==> config.mk <==
export PLATFORM = sky130hd
export DESIGN_NAME = nanov_store_tx
export DESIGN_NICKNAME = d
export VERILOG_FILES = /design/src/rtl/nanov_store_tx.sv
export SDC_FILE = /design/constraint.sdc
export NUM_CORES = 1
export LEC_CHECK = 0
export ABC_CLOCK_PERIOD_IN_PS = 4600
export CORE_ASPECT_RATIO = 1.4
export CORE_MARGIN = 2
export CORE_UTILIZATION = 51
export DETAILED_ROUTE_END_ITERATION = 10
export PLACE_DENSITY = 0.84
export RECOVER_POWER = 100
export SETUP_SLACK_MARGIN = 0.5
export SYNTH_ARGS = -nofsm -noshare
export SYNTH_HDL_FRONTEND = slang
export SYNTH_SLANG_ARGS = --single-unit
==> constraint.sdc <==
create_clock -name i_clk -period 4.6 [get_ports i_clk]
set_input_delay 0.69 -clock i_clk [delete_from_list [all_inputs] [get_ports i_clk]]
set_output_delay 0.69 -clock i_clk [all_outputs]
set_load 0.02 [all_outputs]
==> src/rtl/nanov_store_tx.sv <==
// SPI write transmitter for nanoV store data: sends {CMD_WRITE, addr} then the
// store bytes little-endian by rotating the core's data_out buffer, then rotates it home.
module nanov_store_tx #(
    parameter logic [7:0] CMD_WRITE = 8'h02,
    parameter int         ADDR_BITS = 24
) (
    input  logic                 i_clk,
    input  logic                 i_rst,
    input  logic                 i_start,
    input  logic [ADDR_BITS-1:0] i_addr,
    input  logic [1:0]           i_size,
    input  logic [31:0]          i_data_in,
    output logic                 o_shift_data_out,
    output logic                 o_spi_cs_n,
    output logic                 o_spi_sck,
    output logic                 o_spi_mosi,
    output logic                 o_busy,
    output logic                 o_done
);

    localparam int HB = 8 + ADDR_BITS;
    localparam int CW = $clog2(2 * HB);
    localparam logic [CW-1:0] HDR_LAST  = CW'(2 * HB - 1);
    localparam logic [CW-1:0] PRE_ROT   = CW'(24);
    localparam logic [CW-1:0] BYTE_LAST = CW'(15);

    typedef enum logic [2:0] {
        S_IDLE,
        S_HDR,
        S_DATA,
        S_ALIGN,
        S_RESTORE,
        S_DONE
    } state_t;

    state_t          r_state;
    state_t          w_next;
    logic [HB-1:0]   r_hdr;
    logic [CW-1:0]   r_cnt;
    logic [4:0]      r_rot;
    logic [1:0]      r_byteIdx;
    logic [1:0]      r_lastIdx;
    logic            w_unusedData;

    assign w_unusedData = ^i_data_in[30:0];

    // r_rot tracks net rotation of the core buffer so RESTORE can bring it back to zero.
    always_ff @(posedge i_clk) begin
        if (i_rst) begin
            r_state   <= S_IDLE;
            r_hdr     <= '0;
            r_cnt     <= '0;
            r_rot     <= '0;
            r_byteIdx <= '0;
            r_lastIdx <= '0;
        end else begin
            r_state <= w_next;
            if (o_shift_data_out) begin
                r_rot <= r_rot + 5'd1;
            end
            case (r_state)
                S_IDLE: begin
                    if (i_start) begin
                        r_hdr     <= {CMD_WRITE, i_addr};
                        r_rot     <= '0;
                        r_cnt     <= '0;
                        r_byteIdx <= '0;
                        case (i_size)
                            2'b00:   r_lastIdx <= 2'd0;
                            2'b01:   r_lastIdx <= 2'd1;
                            default: r_lastIdx <= 2'd3;
                        endcase
                    end
                end
                S_HDR: begin
                    if (r_cnt[0]) begin
                        r_hdr <= {r_hdr[HB-2:0], 1'b0};
                    end
                    r_cnt <= (r_cnt == HDR_LAST) ? '0 : r_cnt + CW'(1);
                end
                S_DATA: begin
                    r_cnt <= (r_cnt == BYTE_LAST) ? '0 : r_cnt + CW'(1);
                end
                S_ALIGN: begin
                    r_cnt <= (r_cnt == BYTE_LAST) ? '0 : r_cnt + CW'(1);
                    if (r_cnt == BYTE_LAST) begin
                        r_byteIdx <= r_byteIdx + 2'd1;
                    end
                end
                default: begin
                end
            endcase
        end
    end

    // The final DATA phase1 shift lands rot on zero when r_rot==31, so RESTORE is skipped then.
    always_comb begin
        w_next           = r_state;
        o_shift_data_out = 1'b0;
        o_spi_cs_n       = 1'b1;
        o_spi_sck        = 1'b0;
        o_spi_mosi       = 1'b0;
        o_busy           = 1'b1;
        o_done           = 1'b0;
        case (r_state)
            S_IDLE: begin
                o_busy = 1'b0;
                if (i_start) begin
                    w_next = S_HDR;
                end
            end
            S_HDR: begin
                o_spi_cs_n       = 1'b0;
                o_spi_sck        = r_cnt[0];
                o_spi_mosi       = r_hdr[HB-1];
                o_shift_data_out = (r_cnt < PRE_ROT);
                if (r_cnt == HDR_LAST) begin
                    w_next = S_DATA;
                end
            end
            S_DATA: begin
                o_spi_cs_n       = 1'b0;
                o_spi_sck        = r_cnt[0];
                o_spi_mosi       = i_data_in[31];
                o_shift_data_out = r_cnt[0];
                if (r_cnt == BYTE_LAST) begin
                    if (r_byteIdx != r_lastIdx) begin
                        w_next = S_ALIGN;
                    end else if (r_rot == 5'd31) begin
                        w_next = S_DONE;
                    end else begin
                        w_next = S_RESTORE;
                    end
                end
            end
            S_ALIGN: begin
                o_spi_cs_n       = 1'b0;
                o_shift_data_out = 1'b1;
                if (r_cnt == BYTE_LAST) begin
                    w_next = S_DATA;
                end
            end
            S_RESTORE: begin
                o_shift_data_out = 1'b1;
                if (r_rot == 5'd31) begin
                    w_next = S_DONE;
                end
            end
            S_DONE: begin
                o_done = 1'b1;
                w_next = S_IDLE;
            end
            default: begin
                o_busy = 1'b0;
                w_next = S_IDLE;
            end
        endcase
    end

endmodule

# After elaboration in Yosys (flattened, before gate mapping)
# Cells that the tools add are included.
# Widths: inputs -> output; s select.
[op_classes]
add_sub_neg = 3
n_lt_le_gt_ge = 1
eq_ne = 16
muxes = 28
n_reduce_logical = 15
[op_table]
columns = ["op", "n"]
rows = [
  ["$mux 32", 2],
  ["$pmux 32 s2", 1],
  ["$mux 3", 6],
  ["$mux 6", 3],
  ["$pmux 6 s3", 1],
  ["$mux 5", 3],
  ["$pmux 3 s5", 1],
  ["$ne 2x2->1 const B", 6],
  ["$pmux 2 s2", 2],
  ["$add 6x1->6 const B", 1],
  ["$eq 3x2->1 const B", 2],
  ["$eq 3x3->1 const B", 2],
  ["$eq 6x4->1 const B", 1],
  ["$eq 6x6->1 const B", 1],
  ["$lt 6x5->1 const B", 1],
  ["$reduce_and 3->1", 2],
  ["$reduce_or 2->1", 3],
  ["$add 5x1->5 const B", 1],
  ["$eq 5x5->1 const B", 1],
  ["$mux 1", 5],
  ["$reduce_and 5->1", 1],
  ["$reduce_or 5->1", 1],
  ["$mux 2", 2],
  ["$reduce_and 2->1", 2],
  ["other kinds (11)", 12],
]
[word_totals]
ff_bits = 50
input_bits = 61
output_inout_bits = 6

# Logic depth before layout (Yosys ltp)
# Gate-level depths: netlist of run 1.
[depth]
depth_word = 6
mapped_depth = 7
ltp_nobuf = 7

# Worst setup path before layout of run 1
# OpenSTA, ideal clock, no wires.
[synth_timing]
path_kind = "register -> output"
start = "register r_state[2]"
end = "output o_busy"
arrival_time_ns = 1.285
t_required_ns = 3.910
slack_ns = 2.625
stages_incl_launch_ff = 6
cell_sequence = "dfxtp_1 -> buf_4 -> nor2_1 -> nand2_1 -> clkbuf_1 -> nand2_1"
[synth_via]
elab_chain_len = 3
[synth_lines]
columns = ["item", "line_no", "source"]
rows = [
  ["from (decl)", "36", "state_t r_state;"],
  ["from (signal assigned)", "57", "r_state <= w_next;"],
  ["$eq 3x3->1 (tied with other cells)", "105", "case (r_state)"],
  ["$reduce_or 5->1 (no line) *", "--", ""],
  ["$mux 1 *", "105", ""],
  ["to (decl)", "17", "output logic o_busy,"],
]
# Every way passes the cells marked *; elsewhere a longest branch is shown, timed or not.

# Worst setup path after layout of run 1
[layout_timing]
start = "register r_state[0]"
end = "output o_spi_cs_n"
[layout_via]
elab_chain_len = 3
[layout_lines]
columns = ["item", "line_no", "source"]
rows = [
  ["$eq 3x2->1 or $eq 3x1->1 (tied branches)", "105", ""],
  ["$reduce_or 3->1 (no line) *", "--", ""],
  ["$mux 1 *", "105", ""],
  ["to (decl)", "14", "output logic o_spi_cs_n,"],
]
# Marks and branches as above.

==> flow_summary.json, run 1 <==
{
  "status": "completed",
  "cp_cell_sequence": "nor3b_1 -> buf_4 -> nor2_1 -> dlygate4sd3_1",
  "root_buffer": "clkbuf_8",
  "worst_slack_ns": 1.50,
  "layout_commonest_cell": "nand2_1",
  "slew_viol_final": 0,
  "clock_skew_ns": 0.00351,
  "slowest_delay_ns": 0.69,
  "post_cts_buffers": 0,
  "hold_end": "r_hdr[27]$_SDFFE_PP0P_",
  "multi_input_area_sq_um": 1260,
  "num_vias": 2155,
  "utilization_pct": 62.8,
  "use_met3_pct": 5.18,
  "synthesis.area_sq_um": 2390,
  "netlist_instances": 296,
  "r2r-end": "r_hdr[4]$_SDFFE_PP0P_",
  "switchingPower_mw": 0.630,
  "cts_resized": 0,
  "final.min_clock_period_ns": 3.10,
  "synth_seq_cells": 50,
  "final.setup.tns_ns": 0,
  "worst_path_max_delay_cell": "dfxtp_1",
  "die_w_um": 61.9,
  "maxSlewHeadroom_pct": 37.9,
  "p_seq_share_pct": 40.1,
  "cts_sinks": 50,
  "tritoncts": "yes",
  "synth_nets": 361,
  "cts_buffers": 5,
  "syn_to_final_growth_pct": 18.9,
  "drtAntennaViolNets": 0,
  "critPathArrivalTime_ns": 2.41,
  "grt_pass1_wl_mm": 8.65,
  "synth_cell_types": 47,
  "max_freq_mhz": 323,
  "final_cell_mix": "nand2_1 (61), dfxtp_1 (50), nor2_1 (41), clkdlybuf4s50_1 (27), a311oi_1 (24)",
  "wl_per_cell_um": 12.9,
  "rsz0062_at_grt": "false",
  "fp-row-count": 29,
  "viasPerCell": 5.60,
  "intPower_mw": 0.960,
  "grt-ovfl-total": 0,
  "dieArea_sq_um": 5270,
  "clk_latency_ns": 0.30,
  "final_cell_area_sq_um": 2850,
  "dpl_cell_area_sq_um": 2770,
  "drc": 0,
  "p_per_area_nw_per_um2": 559,
  "grt.met1_usage_pct": 23.9,
  "ff_latch_area_sq_um": 1000,
  "endpoint_kind": "output port",
  "io_pins": 67,
  "drt_iter0_markers": 89,
  "path_class": "reg -> out",
  "synth_flop_cell": "dfxtp_1",
  "die_y_um": 85.1,
  "wl_mm": 4.97,
  "numPortBuffers": 35,
  "period_share_pct": 67.3,
  "yosysSeqAreaShare_pct": 41.8,
  "coreArea_sq_um": 4540,
  "syn_avg_cell_area_sq_um": 8.09,
  "crit_fanout": 34,
  "dp_hpwl_mm": 3.39,
  "maxCapViolCount": 0,
  "start_util_pct": 52.8,
  "rr_startpoint": "r_state[0]$_SDFFE_PP0P_",
  "async_reset_ff_share_pct": 0,
  "crit_required_ns": 3.91,
  "netSwitchingFraction_pct": 39.6,
  "p_clk_share_pct": 19.2,
  "pre_cts_ws_ns": 1.90,
  "cts_buffer_depth": 2,
  "total_leakage_power_nw": 1.04,
  "fin_nets": 387,
  "path_clk_slew_ns": 0.09,
  "worstMarginPinSlew_ns": 0.929,
  "finalHoldViolCount": 0,
  "finalSetupViolCount": 0,
  "cts_hold_buffers": 0,
  "reg2reg_depth": 6,
  "gp_congestion": 0.836,
  "grtUsageTotal_pct": 21.2,
  "grt_pass1_vias": 2090,
  "synth_edf_count": 0,
  "min_from": "r_hdr[27]$_SDFFE_PP0P_",
  "r2r_setup_slack_ns": 2.13,
  "comb_power_share_pct": 40.8,
  "gr-usage-met2_pct": 37.2,
  "hp-class": "reg -> reg",
  "antenna_found_initial": 0,
  "critPathLaunchType": "flop",
  "dr.pass1.iters": 4,
  "grt_most_used_layer": "met2",
  "fillers": 407,
  "ir_drop_uv": 294,
  "cts_htree_levels": 2,
  "hold_depth": 2,
  "layout-drive-gt1-share_pct": 4.64,
  "synth_warnings": 0,
  "diodes": 0,
  "grt_max_degree": 53
}
==> flip-flops by register name, summed over array words and instances, names as in the netlist <==
signal     count
r_byteIdx      2
r_rot          5
r_cnt          6
r_state        3
r_hdr         32
r_lastIdx      2
==> layout make-up <==
type	instances	area share (%)
flip-flops and latches	50	35.2
inverters	3	0.396
clock buffers	6	2.55
repair buffers	41	13.6
well taps	62	2.73
multi-input cells	221	44.2
clock inverters	2	1.32
==> worst max-delay path: cells and delay by family, from the launching register on <==
family | cells | cell delay [ns]
flops | 1 | 0.69
buf+inv | 2 | 1.03
simple gates | 2 | 0.37
==> power groups by stage <==
stage          Clock (mW)  Combinational [mW]  Sequential, mW
2_1_floorplan           0               0.547           0.603
3_3_place_gp            0               0.657           0.646
3_5_place_dp            0               0.677           0.651
4_1_cts             0.310               0.682           0.641
5_1_grt             0.330               0.735           0.652
6_report            0.305               0.649           0.637
==> metal layers <==
metal	share of wire (%)	routed length [um]
met5	0	0
met2	52	2590
met1	44	2180
met3	3.0	151
met4	0.93	46
==> Yosys cell counts, types with 2 or more instances <==
master | n | share of area [%]
o21a_1 | 2 | 0.63
o31ai_1 | 2 | 0.63
or3_1 | 3 | 0.78
buf_4 | 4 | 1.3
nor4_1 | 2 | 0.52
xor2_1 | 3 | 1.1
inv_1 | 3 | 0.47
dfxtp_1 | 50 | 42
clkbuf_1 | 12 | 1.9
o21ai_0 | 3 | 0.63
a311oi_1 | 23 | 8.4
nor2_1 | 41 | 6.4
nand2_1 | 61 | 9.6
nand3_1 | 12 | 2.5
o21ai_1 | 2 | 0.42
nor3_1 | 8 | 1.7
ha_1 | 4 | 2.1
nand3b_1 | 6 | 1.9
and3_1 | 2 | 0.52
a21oi_1 | 15 | 3.1
mux2i_1 | 6 | 2.5
buf_2 | 6 | 1.3
a211oi_1 | 2 | 0.63
==> how the worst max path moves through the flow <==
stage | startpoint | slack (ns) | cells past startpoint | end
finish | r_state[0]$_SDFFE_PP0P_ | 1.50 | 4 | o_spi_cs_n
global route | r_state[0]$_SDFFE_PP0P_ | 1.37 | 4 | o_spi_cs_n
CTS | r_state[2]$_SDFFE_PP0P_ | 1.56 | 4 | o_spi_cs_n
detailed placement | r_state[2]$_SDFFE_PP0P_ | 1.90 | 4 | o_spi_cs_n
global placement | i_data_in[31] | 1.91 | 4 | o_spi_mosi
floorplan | r_state[2]$_SDFFE_PP0P_ | 2.63 | 5 | o_busy
==> per-stage QoR <==
step / power (mW) / hold slack (ns) / std cells
6_report: 1.59 / 0.458 / 385
5_1_grt: 1.72 / 0.487 / 385
4_1_cts: 1.63 / 0.460 / 385
3_5_place_dp: 1.33 / 0.446 / 377
3_3_place_gp: 1.30 / 0.439 / 377
2_1_floorplan: 1.15 / 0.432 / 296
==> kinds of logic (layout without fill, tap and decap cells) <==
logic type / count (synthesis) / count (layout) / synth area share, %
AND/OR/NAND/NOR: 144 / 144 / 27.1
adder cells (fa/ha/maj): 4 / 4 / 2.09
flip-flops: 50 / 50 / 41.8
XOR/XNOR: 4 / 4 / 1.46
AO/OA/AOI/OAI: 62 / 62 / 19.7
multiplexers: 7 / 7 / 2.98
buffers and inverters: 25 / 52 / 4.86
No activity file was read; power rests on OpenSTA's default activity.
==> inputs of run 2 (changes only) <==
--- a/config.mk
+++ b/config.mk
@@ -5,12 +5,12 @@
 export SDC_FILE = /design/constraint.sdc
 export NUM_CORES = 1
 export LEC_CHECK = 0
-export ABC_CLOCK_PERIOD_IN_PS = 4600
+export ABC_CLOCK_PERIOD_IN_PS = 3100
 export CORE_ASPECT_RATIO = 1.4
 export CORE_MARGIN = 2
-export CORE_UTILIZATION = 51
+export CORE_UTILIZATION = 48
 export DETAILED_ROUTE_END_ITERATION = 10
-export PLACE_DENSITY = 0.84
+export PLACE_DENSITY = 0.8
 export RECOVER_POWER = 100
 export SETUP_SLACK_MARGIN = 0.5
 export SYNTH_ARGS = -nofsm -noshare
==> constraint.sdc (replaced) <==
create_clock -name i_clk -period 3.1 [get_ports i_clk]
set_input_delay 0.465 -clock i_clk [delete_from_list [all_inputs] [get_ports i_clk]]
set_output_delay 0.465 -clock i_clk [all_outputs]
set_load 0.02 [all_outputs]
==> run 2 against run 1 <==
  * First-iteration DRC count is 4.5% lower
  * Critical endpoint is now o_shift_data_out
  * Largest cell class unchanged
  * Worst hold slack better by 0.0042 ns
  * Clock power is 48% higher
  * Combinational power rose by 56%
  * Cell count rose by 1.0%
  * Via count is the same
  * Clock-buffer cell count up 1
  * Worst setup slack got worse by 1.1 ns
==> flow_summary.json, run 2 (same netlist as run 1, synthesis figures left out) <==
{
  "dieArea_sq_um": 5580,
  "p_per_area_nw_per_um2": 827,
  "fillers": 435,
  "path_buf_inv": 2,
  "rsz0062_at_grt": "false",
  "drc": 0,
  "root_buffer": "clkbuf_8",
  "dr.pass1.iters": 4,
  "period_share_pct": 85.9,
  "cts_hold_buffers": 0,
  "grt-ovfl-total": 0,
  "grt_pass1_vias": 1975,
  "final.setup.tns_ns": 0,
  "crit_cells": 4,
  "crit_required_ns": 2.63,
  "drt_iter0_markers": 85,
  "hold_depth": 2,
  "final_cell_area_sq_um": 2850,
  "layout_commonest_cell": "nand2_1",
  "cts_buffers": 5,
  "tritoncts": "yes",
  "start_util_pct": 49.4,
  "min_from": "r_hdr[29]$_SDFFE_PP0P_",
  "max_freq_mhz": 376,
  "finalHoldViolCount": 0,
  "maxCapViolCount": 0,
  "diodes": 0,
  "cp_cell_sequence": "clkbuf_1 -> nand2b_1 -> o22ai_4 -> dlygate4sd3_1",
  "worstMarginPinSlew_ns": 1.00,
  "hp-class": "reg -> reg",
  "worst_path_max_delay_cell": "dlygate4sd3_1",
  "wl_mm": 4.89,
  "fp-row-count": 30,
  "grt_max_degree": 55,
  "post_cts_buffers": 0,
  "status": "completed",
  "dpl_cell_area_sq_um": 2780,
  "reg2reg_depth": 7,
  "regMostFlops": "r_hdr",
  "largest_register_ffs": 32,
  "clk_latency_ns": 0.31,
  "startpoint": "r_state[1]$_SDFFE_PP0P_",
  "antenna_found_initial": 0,
  "dp_hpwl_mm": 3.25,
  "syn_to_final_growth_pct": 19.1,
  "total_power_mw": 2.36,
  "slew_viol_final": 0,
  "cts_sinks": 50,
  "path_clk_slew_ns": 0.09,
  "die_w_um": 63.7,
  "total_leakage_power_nw": 1.05,
  "finalSetupViolCount": 0,
  "slowest_delay_ns": 0.68,
  "wl_per_cell_um": 12.6,
  "endpoint_kind": "output port",
  "clock_skew_ns": 0.0115,
  "crit_fanout": 15,
  "rr_startpoint": "r_state[1]$_SDFFE_PP0P_",
  "drtAntennaViolNets": 0,
  "viasPerCell": 5.54,
  "critPathLaunchType": "flop",
  "fin_nets": 389,
  "num_vias": 2155,
  "path_class": "reg -> out",
  "numPortBuffers": 35,
  "die_y_um": 87.6,
  "cts_resized": 0,
  "cts_buffer_depth": 2,
  "maxSlewHeadroom_pct": 32.4,
  "r2r_setup_slack_ns": 0.75,
  "critPathArrivalTime_ns": 2.20,
  "coreArea_sq_um": 4840,
  "final.min_clock_period_ns": 2.66,
  "layout-drive-gt1-share_pct": 4.92,
  "critical-path-top-delay-family": "buffers and inverters",
  "final_cell_mix": "nand2_1 (61), dfxtp_1 (50), nor2_1 (41), clkdlybuf4s50_1 (27), a311oi_1 (24)",
  "grtUsageTotal_pct": 19.3,
  "ir_drop_uv": 473,
  "grt_pass1_wl_mm": 8.58,
  "io_pins": 67,
  "gp_congestion": 0.771,
  "cts_htree_levels": 2,
  "largestRegisters": "r_hdr (32), r_cnt (6), r_rot (5)"
}
==> run 2: path summary, 6_finish.rpt <==
kind	to
min reg2reg	r_hdr[29]$_SDFFE_PP0P_
min	r_hdr[29]$_SDFFE_PP0P_
max reg2reg	r_hdr[17]$_SDFFE_PP0P_
max	o_shift_data_out
==> run 2: area by class of cell <==
class | count | area [sq um] | share of cell area, %
clock buffer | 7 | 76.3 | 2.68
clock inverter | 1 | 30.0 | 1.05
inverter | 3 | 11.3 | 0.395
multi-input combinational | 221 | 1250 | 44.0
sequential | 50 | 1000 | 35.1
tap | 64 | 80.1 | 2.81
timing repair buffer | 43 | 398 | 14.0
==> run 2: per-stage QoR <==
stage               hold slack [ns]  std cells  setup WS (ns)  util [%]
finish                        0.462        389          0.437      58.9
global route                  0.478        389          0.298      58.9
CTS                           0.463        389          0.625      59.6
detailed placement            0.450        381          0.850      57.4
global placement              0.440        381          0.896      57.4
floorplan                     0.432        296           1.23         -
==> run 2: worst min-delay path, stage by stage (launching register included) <==
cell and delay (ns):
dfxtp_1 0.32, nand2_1 0.05, a21oi_1 0.05
==> run 2: routing by layer <==
layer	routed length [um]	global-route usage (%)
met5	0	0
met1	2150	22.6
met2	2460	33.7
met4	108	8.50
met3	173	4.76
==> run 2: power breakdown <==
group | internal (mW) | switching [mW] | leakage [nW] | total, mW
sequential | 0.800 | 0.0967 | 0.409 | 0.897
combinational | 0.391 | 0.619 | 0.593 | 1.01
clock | 0.242 | 0.211 | 0.0524 | 0.452
total | 1.43 | 0.927 | 1.05 | 2.36
